`config.mk`:
```
export PLATFORM = sky130hd
export DESIGN_NAME = la_dpram_fifoctrl_flat
export DESIGN_NICKNAME = d
export VERILOG_FILES = /design/src/rtl/la_dpram_fifoctrl_if.sv /design/src/rtl/la_dpram_fifoctrl.sv /design/src/flat_wrapper.sv
export SDC_FILE = /design/constraint.sdc
export NUM_CORES = 1
export LEC_CHECK = 0
export ABC_AREA = 1
export BUFFER_PORTS_ARGS = -buffer_cell sky130_fd_sc_hd__clkbuf_2
export CAP_MARGIN = 20
export CORE_MARGIN = 2
export CORE_UTILIZATION = 40
export CTS_CLUSTER_DIAMETER = 50
export DETAILED_ROUTE_END_ITERATION = 10
export GPL_TIMING_DRIVEN = 0
export PLACE_DENSITY = 0.79
export SLEW_MARGIN = 20
export SYNTH_ARGS = -nofsm -noshare
export SYNTH_HDL_FRONTEND = slang
export SYNTH_SLANG_ARGS = --single-unit
```
`constraint.sdc`:
```
create_clock -name clk -period 5.5 [get_ports clk]
set_input_delay 0.55 -clock clk [delete_from_list [all_inputs] [get_ports clk]]
set_output_delay 0.55 -clock clk [all_outputs]
set_load 0.05 [all_outputs]
```
`src/rtl/la_dpram_fifoctrl_if.sv`:
```
// rtl/la_dpram_fifoctrl_if.sv - push/pop streams, status and la_dpram port bundle for the FIFO controller
interface la_dpram_fifoctrl_if #(
    parameter int DW    = 32,
    parameter int DEPTH = 16
);
    localparam int AW = $clog2(DEPTH);

    logic          clear;
    logic          wr_valid;
    logic          wr_ready;
    logic [DW-1:0] wr_din;
    logic          rd_valid;
    logic          rd_ready;
    logic [DW-1:0] rd_dout;
    logic [AW:0]   count;
    logic          ram_wr_ce;
    logic          ram_wr_we;
    logic [DW-1:0] ram_wr_wmask;
    logic [AW-1:0] ram_wr_addr;
    logic [DW-1:0] ram_wr_din;
    logic          ram_rd_ce;
    logic [AW-1:0] ram_rd_addr;
    logic [DW-1:0] ram_rd_dout;

    modport slave (
        input  clear, wr_valid, wr_din, rd_ready, ram_rd_dout,
        output wr_ready, rd_valid, rd_dout, count,
        output ram_wr_ce, ram_wr_we, ram_wr_wmask, ram_wr_addr, ram_wr_din,
        output ram_rd_ce, ram_rd_addr
    );

    modport master (
        output clear, wr_valid, wr_din, rd_ready, ram_rd_dout,
        input  wr_ready, rd_valid, rd_dout, count,
        input  ram_wr_ce, ram_wr_we, ram_wr_wmask, ram_wr_addr, ram_wr_din,
        input  ram_rd_ce, ram_rd_addr
    );
endinterface

```
`src/rtl/la_dpram_fifoctrl.sv`:
```
// rtl/la_dpram_fifoctrl.sv - single-clock FIFO controller for la_dpram with show-ahead 2-entry output buffer
module la_dpram_fifoctrl #(
    parameter int DW    = 32,
    parameter int DEPTH = 16
) (
    input  logic                  clk,
    input  logic                  nreset,
    la_dpram_fifoctrl_if.slave    bus
);
    localparam int          AW   = $clog2(DEPTH);
    localparam logic [AW:0] ONE  = {{AW{1'b0}}, 1'b1};
    localparam logic [AW:0] FULL = (AW+1)'(DEPTH);

    logic [AW:0]   r_wptr;
    logic [AW:0]   r_rptr;
    logic [AW:0]   r_count;
    logic          r_inflight;
    logic [1:0]    r_occ;
    logic          r_rd_valid;
    logic          r_wr_ready;
    logic [DW-1:0] r_dout;
    logic [DW-1:0] r_skid;

    logic          w_push;
    logic          w_pop;
    logic          w_ram_ne;
    logic          w_issue;
    logic [2:0]    w_pending;
    logic [1:0]    w_occ_nxt;
    logic [AW:0]   w_count_nxt;

    // A write in a clear cycle is dropped so the RAM is left untouched
    assign w_push    = bus.wr_valid & r_wr_ready & ~bus.clear;
    assign w_pop     = (r_occ != 2'd0) & bus.rd_ready;
    assign w_ram_ne  = (r_wptr != r_rptr);
    assign w_pending = {1'b0, r_occ} + {2'b00, r_inflight} - {2'b00, w_pop};
    assign w_issue   = w_ram_ne & (w_pending < 3'd2) & ~bus.clear;
    assign w_occ_nxt = r_occ + {1'b0, r_inflight} - {1'b0, w_pop};

    always_comb begin
        w_count_nxt = r_count;
        if (w_push & ~w_pop) begin
            w_count_nxt = r_count + ONE;
        end else if (~w_push & w_pop) begin
            w_count_nxt = r_count - ONE;
        end
    end

    always_ff @(posedge clk or negedge nreset) begin
        if (!nreset) begin
            r_wptr     <= '0;
            r_rptr     <= '0;
            r_count    <= '0;
            r_inflight <= 1'b0;
            r_occ      <= 2'd0;
            r_rd_valid <= 1'b0;
            r_wr_ready <= 1'b0;
        end else if (bus.clear) begin
            r_wptr     <= '0;
            r_rptr     <= '0;
            r_count    <= '0;
            r_inflight <= 1'b0;
            r_occ      <= 2'd0;
            r_rd_valid <= 1'b0;
            r_wr_ready <= 1'b1;
        end else begin
            if (w_push) begin
                r_wptr <= r_wptr + ONE;
            end
            if (w_issue) begin
                r_rptr <= r_rptr + ONE;
            end
            r_inflight <= w_issue;
            r_occ      <= w_occ_nxt;
            r_rd_valid <= (w_occ_nxt != 2'd0);
            r_count    <= w_count_nxt;
            r_wr_ready <= (w_count_nxt < FULL);
        end
    end

    // Returning RAM data lands in the head slot when it is free (or leaving), else in the skid slot
    always_ff @(posedge clk or negedge nreset) begin
        if (!nreset) begin
            r_dout <= '0;
            r_skid <= '0;
        end else if (!bus.clear) begin
            if (w_pop) begin
                if (r_occ == 2'd2) begin
                    r_dout <= r_skid;
                    if (r_inflight) begin
                        r_skid <= bus.ram_rd_dout;
                    end
                end else if (r_inflight) begin
                    r_dout <= bus.ram_rd_dout;
                end
            end else if (r_inflight) begin
                if (r_occ == 2'd0) begin
                    r_dout <= bus.ram_rd_dout;
                end else begin
                    r_skid <= bus.ram_rd_dout;
                end
            end
        end
    end

    assign bus.wr_ready     = r_wr_ready;
    assign bus.rd_valid     = r_rd_valid;
    assign bus.rd_dout      = r_dout;
    assign bus.count        = r_count;
    assign bus.ram_wr_ce    = w_push;
    assign bus.ram_wr_we    = w_push;
    assign bus.ram_wr_wmask = '1;
    assign bus.ram_wr_addr  = r_wptr[AW-1:0];
    assign bus.ram_wr_din   = bus.wr_din;
    assign bus.ram_rd_ce    = w_issue;
    assign bus.ram_rd_addr  = r_rptr[AW-1:0];
endmodule

```
`src/flat_wrapper.sv`:
```
// flat-port wrapper written by rule: the top's interface ports become plain ports
module la_dpram_fifoctrl_flat 
#(
    parameter int DW    = 32,
    parameter int DEPTH = 16
)
  (clk, nreset, bus_clear, bus_wr_valid, bus_wr_din, bus_rd_ready, bus_ram_rd_dout, bus_wr_ready, bus_rd_valid, bus_rd_dout, bus_count, bus_ram_wr_ce, bus_ram_wr_we, bus_ram_wr_wmask, bus_ram_wr_addr, bus_ram_wr_din, bus_ram_rd_ce, bus_ram_rd_addr);
  la_dpram_fifoctrl_if #(.DW(DW), .DEPTH(DEPTH)) bus_i ();
  input  logic clk;
  input  logic nreset;
  input wire logic [$bits(bus_i.clear)-1:0] bus_clear;
  input wire logic [$bits(bus_i.wr_valid)-1:0] bus_wr_valid;
  input wire logic [$bits(bus_i.wr_din)-1:0] bus_wr_din;
  input wire logic [$bits(bus_i.rd_ready)-1:0] bus_rd_ready;
  input wire logic [$bits(bus_i.ram_rd_dout)-1:0] bus_ram_rd_dout;
  output wire logic [$bits(bus_i.wr_ready)-1:0] bus_wr_ready;
  output wire logic [$bits(bus_i.rd_valid)-1:0] bus_rd_valid;
  output wire logic [$bits(bus_i.rd_dout)-1:0] bus_rd_dout;
  output wire logic [$bits(bus_i.count)-1:0] bus_count;
  output wire logic [$bits(bus_i.ram_wr_ce)-1:0] bus_ram_wr_ce;
  output wire logic [$bits(bus_i.ram_wr_we)-1:0] bus_ram_wr_we;
  output wire logic [$bits(bus_i.ram_wr_wmask)-1:0] bus_ram_wr_wmask;
  output wire logic [$bits(bus_i.ram_wr_addr)-1:0] bus_ram_wr_addr;
  output wire logic [$bits(bus_i.ram_wr_din)-1:0] bus_ram_wr_din;
  output wire logic [$bits(bus_i.ram_rd_ce)-1:0] bus_ram_rd_ce;
  output wire logic [$bits(bus_i.ram_rd_addr)-1:0] bus_ram_rd_addr;
  assign bus_i.clear = bus_clear;
  assign bus_i.wr_valid = bus_wr_valid;
  assign bus_i.wr_din = bus_wr_din;
  assign bus_i.rd_ready = bus_rd_ready;
  assign bus_i.ram_rd_dout = bus_ram_rd_dout;
  assign bus_wr_ready = bus_i.wr_ready;
  assign bus_rd_valid = bus_i.rd_valid;
  assign bus_rd_dout = bus_i.rd_dout;
  assign bus_count = bus_i.count;
  assign bus_ram_wr_ce = bus_i.ram_wr_ce;
  assign bus_ram_wr_we = bus_i.ram_wr_we;
  assign bus_ram_wr_wmask = bus_i.ram_wr_wmask;
  assign bus_ram_wr_addr = bus_i.ram_wr_addr;
  assign bus_ram_wr_din = bus_i.ram_wr_din;
  assign bus_ram_rd_ce = bus_i.ram_rd_ce;
  assign bus_ram_rd_addr = bus_i.ram_rd_addr;
  la_dpram_fifoctrl #(.DW(DW), .DEPTH(DEPTH)) u_core (.clk(clk), .nreset(nreset), .bus(bus_i));
endmodule
```
==> metrics.sh <==
OUTCOME='complete, no violations'
CP-START-KIND='register'
WORSTSKEWPAIRLATENCY_NS=0.34
SYNTHESIS.AREA_PER_INSTANCE_SQ_UM=8.438
GRT_START_MAX_NET_PINS=85
SETUP.WORST_PATH.CLASS='register to primary output'
DIEWIDTH_MICRONS=112.2
FIRST_PASS_GRT_WIRE_LENGTH_MICRONS=16740
TYPE_OF_THE_WORST_MIN_DELAY_PATH='input pin to asynchronous set/reset pin'
IO_PINS=183
CTS.REPAIR_TIMING.SETUP_BUFFER_COUNT=0
LAYOUT-AREA-OVERHEAD-VS-SYNTH_PCT=25.46
HOLD_VIOL_FINAL=0
H-TREE-DEPTH=3
NUMPORTBUFFERS=117
FIRST_ITERATION_DETAILED_ROUTING_DRC_COUNT=139
SYNTHDISTINCTLIBCELLS=29
POWER.COMBINATIONAL.FRACTION_PCT=47.0
R2R_WORST_PATH_DEPTH=12
SYNTH.TOP_CELLS.BY_AREA='sky130_fd_sc_hd__dfrtp_1 45%, sky130_fd_sc_hd__buf_4 12%, sky130_fd_sc_hd__nand2_1 12%'
SYNTH.CELLS.MOST_FREQUENT='145 x sky130_fd_sc_hd__nand2_1, 84 x sky130_fd_sc_hd__dfrtp_1, 76 x sky130_fd_sc_hd__buf_4'
WORSTPATHCELLLIST='nor2_4, inv_2, nand2_1, ha_1, ha_1, inv_1, fa_1, o21ai_0, a21oi_2, nand2_1, nor2_1, clkbuf_2'
DETAILEDROUTE.FIRSTPASSITERATIONCOUNT=4
NUMBER_OF_GLOBAL_ROUTE_VIAS_BEFORE_REPAIR=3546
YOSYS_MOST_USED_DFF='sky130_fd_sc_hd__dfrtp_1'
FINALCRITICALPERIOD_NS=3.736
CORE_AREA_SQ_MM=0.01142
DRV_CAP=0
MAXSLEWVIOLCOUNT=0
CLKTRANSATPATHREGS_NS=0.06
ANTENNA_FOUND_INITIAL=0
SEQUENTIALPOWERSHARE_PCT=33.0
CP_MAX_FO=6
P_SWITCHING_mW=1.453
WORST_SLEW_PIN_SLEW_NS=0.6805
DETAILROUTE.VIA_COUNT=3831
POST_CTS_RESIZE_COUNT=0
TOTAL_LEAKAGE_POWER_nW=3.309
SLEW_HEADROOM_PCT=54.64
FLOORPLAN.INITIALDENSITY_PCT=41.01
TRITONCTS.NUM_BUFFERS=9
SEQUENTIAL_AREA_SHARE_AFTER_SYNTHESIS_PCT=44.88
WORST-R2R-SETUP-SLACK_NS=2.85
TRITONCTS='built'
DIE_AREA_SQ_MM=0.01259
YOSYSWARNINGCOUNT=0
DETAIL_ROUTE.WL_PER_CELL_MICRONS=11.89
GP_CONGESTION=0.8231
CRITICAL_PATH.SLOWEST_CELL='sky130_fd_sc_hd__fa_1'
DESIGN_AREA_FINAL_SQ_MM=0.005876
POWER_DENSITY_mW_PER_MM2=520.7
SYNTHDOMINANTCELLAREASHARE_PCT=44.88
CLOCKBUFFERDEPTH=2
WORST-ENDPOINT-ARRIVAL_NS=3.19
R2R-END='u_core.r_rptr[2]'
SYNTH_ENABLE_FLOP_CELLS=0
CRIT_PATH_END_KIND='primary output'
LAYOUT_WORST_PATH_CYCLE_SHARE_PCT=67.93
POST_ROUTE_CELLS_DRIVE_ABOVE_1_SHARE_PCT=36.58
PLACEMENT.CELL_AREA_SQ_MM=0.005573
POST_CTS_HOLD_BUFFER_COUNT=0
YOSYS.CELL_COUNT.TOP_TYPE='sky130_fd_sc_hd__nand2_1'
CLKPWRFRAC_PCT=20.0
TRITONCTS_NUM_SINKS=84
WORST_R2R_STARTPOINT='u_core.r_occ[1]'
VDD_DROP_MAX_mV=0.2277
GRT_OVERFLOW=0
LAYOUT.FILLER_CELLS=1101
REMAINING_DRC_ERRORS=0
FINALNETCOUNT=790
NETLIST_AREA_SQ_MM=0.004683
POST_SYNTH_INST_COUNT=555
SYNTH.FF_LATCH_COUNT=84
GLOBAL_ROUTE.USAGE.TOTAL_PCT=16.47
DRT.ANTENNA.VIOLATING_NETS=0
RSZ_0062_RAISED_AFTER_GLOBAL_ROUTING='false'
SWITCHING_SHARE_PCT=47.50
FLOORPLAN.ROWS=39
CRITPATHREQUIREDTIME_NS=4.95
SYNTH.LARGEST_AREA_CELL='sky130_fd_sc_hd__dfrtp_1'
SETUP_TNS_NS=0
FIN_WORST_SKEW_NS=0.005079
ACHIEVABLE-FREQUENCY_GHz=0.2677
POST_DRT_VIA_CELL_RATIO=4.444
CLOCKROOTBUFFER='sky130_fd_sc_hd__clkbuf_16'
TIMING.FINAL.SETUP_VIOLATIONS=0
DP_HPWL_MICRONS=7507
INSERTEDDIODECOUNT=0
SYNTH-ASYNC-RESET-RATIO_PCT=100.0
INTPOWER_mW=1.606
FINALWIRELENGTH_MICRONS=10250
CPPEAKSTAGEDELAY_NS=0.54
FLOORPLAN.DIE.HEIGHT_MICRONS=112.2
[how the worst max path moves through the flow]
stage	startpoint	end	slack, ns	cells past startpoint
3_5_place_dp	bus_rd_ready	bus_ram_rd_ce	2.06	11
3_3_place_gp	bus_rd_ready	bus_ram_rd_ce	2.11	11
6_report	u_core.r_occ[1]	bus_ram_rd_ce	1.76	12
5_1_grt	u_core.r_occ[1]	bus_ram_rd_ce	1.47	12
4_1_cts	u_core.r_occ[1]	bus_ram_rd_ce	1.74	12
2_1_floorplan	u_core.r_occ[1]	bus_ram_rd_ce	2.15	11
[sequential cells by signal, indices dropped and copies added, names as in the netlist]
| register | count |
|---|---|
| u_core.bus.count | 5 |
| u_core.bus.rd_dout | 32 |
| u_core.bus.rd_valid | 1 |
| u_core.bus.wr_ready | 1 |
| u_core.r_inflight | 1 |
| u_core.r_occ | 2 |
| u_core.r_rptr | 5 |
| u_core.r_skid | 32 |
| u_core.r_wptr | 5 |
[power by group through the flow]
stage	combinational, mW	clock, mW	sequential [mW]
final	1.44	0.613	1.01
after global routing	1.56	0.653	1.04
after CTS	1.45	0.624	1.01
after detailed placement	1.45	0	1.02
after global placement	1.42	0	1.01
after floorplan	0.692	0	1.44
[final cells by class]
class	instances	area [sq um]	share of cell area, %
inverters	61	229.0	3.897
flip-flops and latches	84	2102	35.78
well taps	143	178.9	3.045
clock inverters	6	63.81	1.086
clock buffers	10	239.0	4.067
repair buffers	117	594.3	10.11
plain buffers	96	734.5	12.50
multi-input cells	345	1734	29.51
[routing by layer]
metal | part of all wire [%] | global-route usage [%] | wire [microns]
met3 | 5.5 | 2.646 | 561
met5 | 0 | 0 | 0
met2 | 50 | 27.75 | 5110
met1 | 43 | 20.98 | 4361
met4 | 2.1 | 7.317 | 214
[cell usage in the layout, fill, tap and decap left out, drive strengths merged]
| master | synthesis | routed |
|---|---|---|
| inv | 61 | 61 |
| nor2 | 18 | 18 |
| xor2 | 2 | 2 |
| buf | 92 | 92 |
| a21oi | 5 | 5 |
| nand3 | 15 | 15 |
| nand4 | 7 | 7 |
| dfrtp | 84 | 84 |
| xnor2 | 3 | 3 |
| o22ai | 1 | 1 |
| o21ai | 106 | 106 |
| nor3 | 1 | 1 |
| fa | 1 | 1 |
| nand2 | 146 | 146 |
| o211ai | 1 | 1 |
| ha | 6 | 6 |
| bufinv | 0 | 1 |
| clkbuf | 4 | 131 |
| clkinvlp | 0 | 2 |
| o2111ai | 1 | 1 |
| conb | 1 | 32 |
| clkinv | 0 | 3 |
[per-stage QoR]
stage	cells	setup slack (ns)	hold slack [ns]	power, mW	utilization, %
final	862	1.764	0.2566	3.059	51.46
after global routing	862	1.474	0.3213	3.260	51.46
after floorplan	586	2.155	0.2544	2.135	-
after CTS	862	1.745	0.2894	3.086	51.46
after global placement	846	2.113	0.4581	2.432	48.73
after detailed placement	846	2.061	0.4626	2.469	48.81
[worst max-delay path, delay by kind of cell (launching register included)]
| kind | cells | cell delay [ns] |
|---|---|---|
| buffers and inverters | 3 | 0.44 |
| and+or+nand+nor | 4 | 0.54 |
| adders and majority gates | 3 | 0.97 |
| DFF | 1 | 0.52 |
| AOI/OAI and AO/OA | 2 | 0.37 |
[cells by family after synthesis]
| group | synth area share, % |
|---|---|
| other | 0.08007 |
| XOR/XNOR | 0.9352 |
| flip-flops | 44.88 |
| buffers and inverters | 20.57 |
| adder cells (fa/ha/maj) | 2.030 |
| AND/OR/NAND/NOR | 16.16 |
| AO/OA/AOI/OAI | 15.34 |
Note: power is estimated with default switching activity, not from simulation.
